File: config.mk
export PLATFORM = sky130hd
export DESIGN_NAME = scan_crc_serial
export DESIGN_NICKNAME = d
export VERILOG_FILES = /design/src/rtl/scan_sec_pkg.sv /design/src/rtl/scan_crc_serial.sv
export SDC_FILE = /design/constraint.sdc
export NUM_CORES = 1
export LEC_CHECK = 0
export ABC_AREA = 1
export ABC_CLOCK_PERIOD_IN_PS = 2700
export BUFFER_PORTS_ARGS = -buffer_cell sky130_fd_sc_hd__buf_4
export CORE_UTILIZATION = 35
export DETAILED_ROUTE_END_ITERATION = 7
export PLACE_DENSITY_LB_ADDON = 0.05
export SYNTH_ARGS = -nofsm -noshare
export SYNTH_HDL_FRONTEND = slang
export SYNTH_SLANG_ARGS = --single-unit
File: constraint.sdc
create_clock -name clk -period 2.7 [get_ports clk]
set_input_delay 0.135 -clock clk [delete_from_list [all_inputs] [get_ports clk]]
set_output_delay 0.135 -clock clk [all_outputs]
set_load 0.01 [all_outputs]
File: src/rtl/scan_sec_pkg.sv
// Shared types and defaults for the scan-path frame integrity checker.
// Holds the FSM state encoding and the one-bit serial CRC step.
package scan_sec_pkg;

  localparam int                    SCAN_DATA_W = 128;
  localparam int                    SCAN_CRC_W  = 32;
  localparam logic [SCAN_CRC_W-1:0] SCAN_POLY   = 32'h04C11DB7;

  typedef enum logic [1:0] {
    ST_IDLE  = 2'd0,
    ST_DATA  = 2'd1,
    ST_SIG   = 2'd2,
    ST_CHECK = 2'd3
  } scan_state_e;

  // MSB-first shift with feedback from the outgoing bit xor the incoming bit.
  function automatic logic [SCAN_CRC_W-1:0] crc_step(
    input logic [SCAN_CRC_W-1:0] crc,
    input logic                  b,
    input logic [SCAN_CRC_W-1:0] poly
  );
    logic fb;
    fb = crc[SCAN_CRC_W-1] ^ b;
    return {crc[SCAN_CRC_W-2:0], 1'b0} ^ (fb ? poly : '0);
  endfunction

endpackage

File: src/rtl/scan_crc_serial.sv
// Serial CRC register: seeded on init, advanced one bit per enabled cycle.
module scan_crc_serial
  import scan_sec_pkg::*;
#(
  parameter logic [SCAN_CRC_W-1:0] POLY = SCAN_POLY,
  parameter logic [SCAN_CRC_W-1:0] INIT = 32'hFFFFFFFF
) (
  input  logic                  clk,
  input  logic                  rst_n,
  input  logic                  init,
  input  logic                  step_en,
  input  logic                  bit_in,
  output logic [SCAN_CRC_W-1:0] crc
);
  logic [SCAN_CRC_W-1:0] crc_q, crc_d;

  always_comb begin
    crc_d = crc_q;
    if (init)         crc_d = INIT;
    else if (step_en) crc_d = crc_step(crc_q, bit_in, POLY);
  end

  always_ff @(posedge clk or negedge rst_n) begin
    if (!rst_n) crc_q <= '0;
    else        crc_q <= crc_d;
  end

  assign crc = crc_q;
endmodule

# After elaboration in Yosys (flattened, before gate mapping)
# Index checks and enable logic that the tools add are counted.
[totals]
reg_bits = 32
[classes]
bitwise_logic = 2
muxes = 3
n_reduce_logical = 1
[op_table]
columns = ["operator", "n"]
rows = [
  ["$mux 32", 2],
  ["$xor 32x27->32", 1],
  ["$mux 27", 1],
  ["$reduce_bool 2->1", 1],
  ["$xor 1x1->1", 1],
]

# Longest topological paths before layout
[depth]
ltp_word = 5
mapped_depth = 6
depth_no_buf = 6

# Least setup slack after synthesis
# Ideal clock, no wire load.
[synth_path]
kind = "register to register"
from = "register crc_q[31] (netlist: crc[31])"
to = "register crc_q[23] (netlist: crc[23])"
slack_ns = 1.595
path_buffers = 0
path_stages_with_launch = 7
setup_time_ns = 0.119
arrival_ns = 0.986
path_cell_list = "dfrtp_1 > inv_1 > nand2_1 > nand2_1 > nand2_1 > nand3_1 > nand2_1"
[synth_between]
elab_chain_len = 5
[synth_lines]
columns = ["element", "line", "text"]
rows = [
  ["from (decl)", "scan_crc_serial.sv:15", "logic [SCAN_CRC_W-1:0] crc_q, crc_d;"],
  ["from (signal assigned)", "scan_crc_serial.sv:25", "else crc_q <= crc_d;"],
  ["$xor 1x1->1", "scan_sec_pkg.sv:23", "fb = crc[SCAN_CRC_W-1] ^ b;"],
  ["$mux 27", "scan_sec_pkg.sv:24", "return {crc[SCAN_CRC_W-2:0], 1'b0} ^ (fb ? poly : '0);"],
  ["$xor 32x27->32", "scan_sec_pkg.sv:24", ""],
  ["$mux 32", "scan_crc_serial.sv:20", "else if (step_en) crc_d = crc_step(crc_q, bit_in, POLY);"],
  ["$mux 32", "scan_crc_serial.sv:19", "if (init) crc_d = INIT;"],
]
# Every way passes these cells. The select of a mux whose other input is x is not followed.
# A chain may end at the register's enable or synchronous reset.

# Worst setup path in the final report
[layout_path]
from = "register crc_q[31] (netlist: crc[31])"
to = "register crc_q[16] (netlist: crc[16])"
# Same word-level chain as after synthesis.

==> flow_summary.ini <==
[status]
status = completed

[yosys]
yosysTopAreaCell = dfrtp_1
synthTopCellsByArea = dfrtp_1, inv_1, nand2_1, nand3_1, a22oi_1
ys.flop_type = dfrtp_1
avgSynthCellArea_sq_um = 8.715
synth_edf_count = 0
synth_most_common_cell = inv_1
async_reset_ff_share_pct = 100.0
synth_nets = 177
synthCells = 172
synth-seq-area-share_pct = 53.42
synth.distinct_cells = 14
synth_warnings = 0
synthDominantCellAreaShare_pct = 53.42
synth_common_cells = inv_1, nand2_1, dfrtp_1, nand3_1, a22oi_1
ys_ff_latch = 32
synthesis.area_sq_um = 1499

[clock_tree]
clkLatencyLatePin_ns = 0.28
clock_path_buffers = 2
clkTransAtPathRegs_ns = 0.07
cts_root_buf = clkbuf_8
htree_levels = 2
numCtsBuffers = 5
cts_sinks = 32
cts_tree = yes
cts_resized = 0

[layout]
areaGrowthSynthToFinish_pct = 26.79
final_nets = 216
largest_reg_flops = 32
fin_cells = 262
drive_gt1_share_pct = 24.06
antennaDiodeCount = 0
utilization_pct = 46.84

[timing]
setup_viol = 0
min_period_ns = 1.278
rsz0062_at_grt = false
drv_slew = 0
clock_skew_ns = 0.001311
tns_ns = 0
hold_viol = 0
slew_headroom_pct = 56.72
whs_ns = 0.1649
worst_pin_slew_ns = 0.6476
fin_crit_sh_pct = 47.33
fmax_mhz = 782.5

[placed_design]
place.gp.congestion = 0.7569
port_buffers = 36
dp.cells = 253
hpwl_mm = 2.244

[setup_path]
path_max_fanout = 10
crit_path_start_kind = register
path_common_cell = nand2_1
reg2reg_slack_ns = 1.42
worst_path_max_delay_cell = dfrtp_1
cp_num_buf_inv = 1
path_cells = inv_1 > nand2_1 > nand2_1 > nand2_1 > nand3_1 > nand2_1
cp.depth = 6
crit_arrival_ns = 1.45
crit_family = simple AND/OR/NAND/NOR gates
end_kind = register
slowest_delay_ns = 0.41
critPathRequiredTime_ns = 2.88
worstSetupPathType = register to register
r2r_cells = 6

[min_path]
hold_class = input port to register
hold_depth = 3

[die]
design.core.area_sq_um = 4058
ios = 37
fp.dieH_microns = 67.44
num_rows = 23
die_x_microns = 67.44
dieArea_sq_um = 4548
start_util_pct = 36.94

[pwr]
p_int_mw = 0.7547
p_clk_share_pct = 37.5
pwr-share-seq_pct = 49.8
p_switching_mw = 0.2778
pwr-share-comb_pct = 12.7
vdd_drop_max_mv = 0.2892
swShare_pct = 26.91
leakage_nw = 1.010
p_per_area_nw_per_um2 = 543.3
power.total_mw = 1.033

[global_route]
antenna_found_initial = 0
grt_pass1_wl_mm = 5.547
grt_util_all_layers_pct = 16.68
grt-ovfl-total = 0
grt_max_degree = 33
grt_pass1_vias = 1145

[run]
drv_cap = 0

[routing]
num_vias = 1221
viasPerCell = 4.660
first_iter_violations = 57
wl_per_cell_microns = 12.66
drt-total-wl_mm = 3.317
ant_nets = 0
post-route-drc-count = 0
drtPass1Iterations = 4
==> worst paths after layout <==
| check | start | to |
|---|---|---|
| worst min-delay path | step_en | crc[23] |
| worst max-delay path | crc[31] | crc[16] |
| min in group asynchronous | rst_n | crc[8] |
| worst max register to register | crc[31] | crc[16] |
| worst min register to register | crc[17] | crc[17] |
| max in group asynchronous | rst_n | crc[22] |
==> final cells by class <==
type,count,area (sq um)
Multi-Input combinational cell,95,511.7
Tap cell,50,62.56
Fill cell,416,2157
Timing Repair Buffer,37,280.3
Inverter,40,152.6
Clock buffer,6,82.58
Sequential cell,32,800.8
Clock inverter,2,10.01
==> worst register-to-register path, stage by stage, from the launching register on <==
cell,delay [ns]
dfrtp_1,0.41
inv_1,0.10
nand2_1,0.23
nand2_1,0.22
nand2_1,0.07
nand3_1,0.08
nand2_1,0.06
==> kinds of logic after synthesis <==
kind of cell	Yosys count	share of synthesized area, %
and+or+nand+nor	72	23.79
buffers and inverters	45	12.44
DFF	32	53.42
AOI/OAI and AO/OA	23	10.35
==> power groups by stage <==
stage                     sequential [mW]  combinational, mW  clock [mW]
final                               0.514              0.131       0.388
after global placement              0.523              0.131           0
after CTS                           0.514              0.134       0.398
after detailed placement            0.523              0.132           0
after floorplan                     0.531             0.0651           0
after global routing                0.517              0.149       0.418
==> what timing repair did <==
| action | CTS | global route |
|---|---|---|
| hold endpoints to repair | 32 | 0 |
| hold buffers | 1 | 0 |
| buffers inserted | 0 | 0 |
==> cell usage in the layout (no fill, tap or decap), drive strengths merged <==
master,n
nor3,3
a21oi,7
nand2,36
clkinv,2
nor2,2
clkbuf,6
inv,40
a22oi,16
dlygate4sd3,1
buf,36
dfrtp,32
nand3,31
==> layer usage <==
| layer | routed length, microns | GRT usage [%] |
|---|---|---|
| met5 | 0 | 0 |
| met4 | 50 | 6.383 |
| met3 | 156 | 5.068 |
| met2 | 1499 | 23.75 |
| met1 | 1611 | 23.47 |
==> per-stage QoR <==
| stage | instance area [sq um] | setup slack [ns] |
|---|---|---|
| 2_1_floorplan | 1499 | 1.595 |
| 3_3_place_gp | 1798 | 1.474 |
| 3_5_place_dp | 1798 | 1.415 |
| 4_1_cts | 1901 | 1.402 |
| 5_1_grt | 1901 | 1.232 |
| 6_report | 1901 | 1.422 |
(Power assumes the default switching activity.)
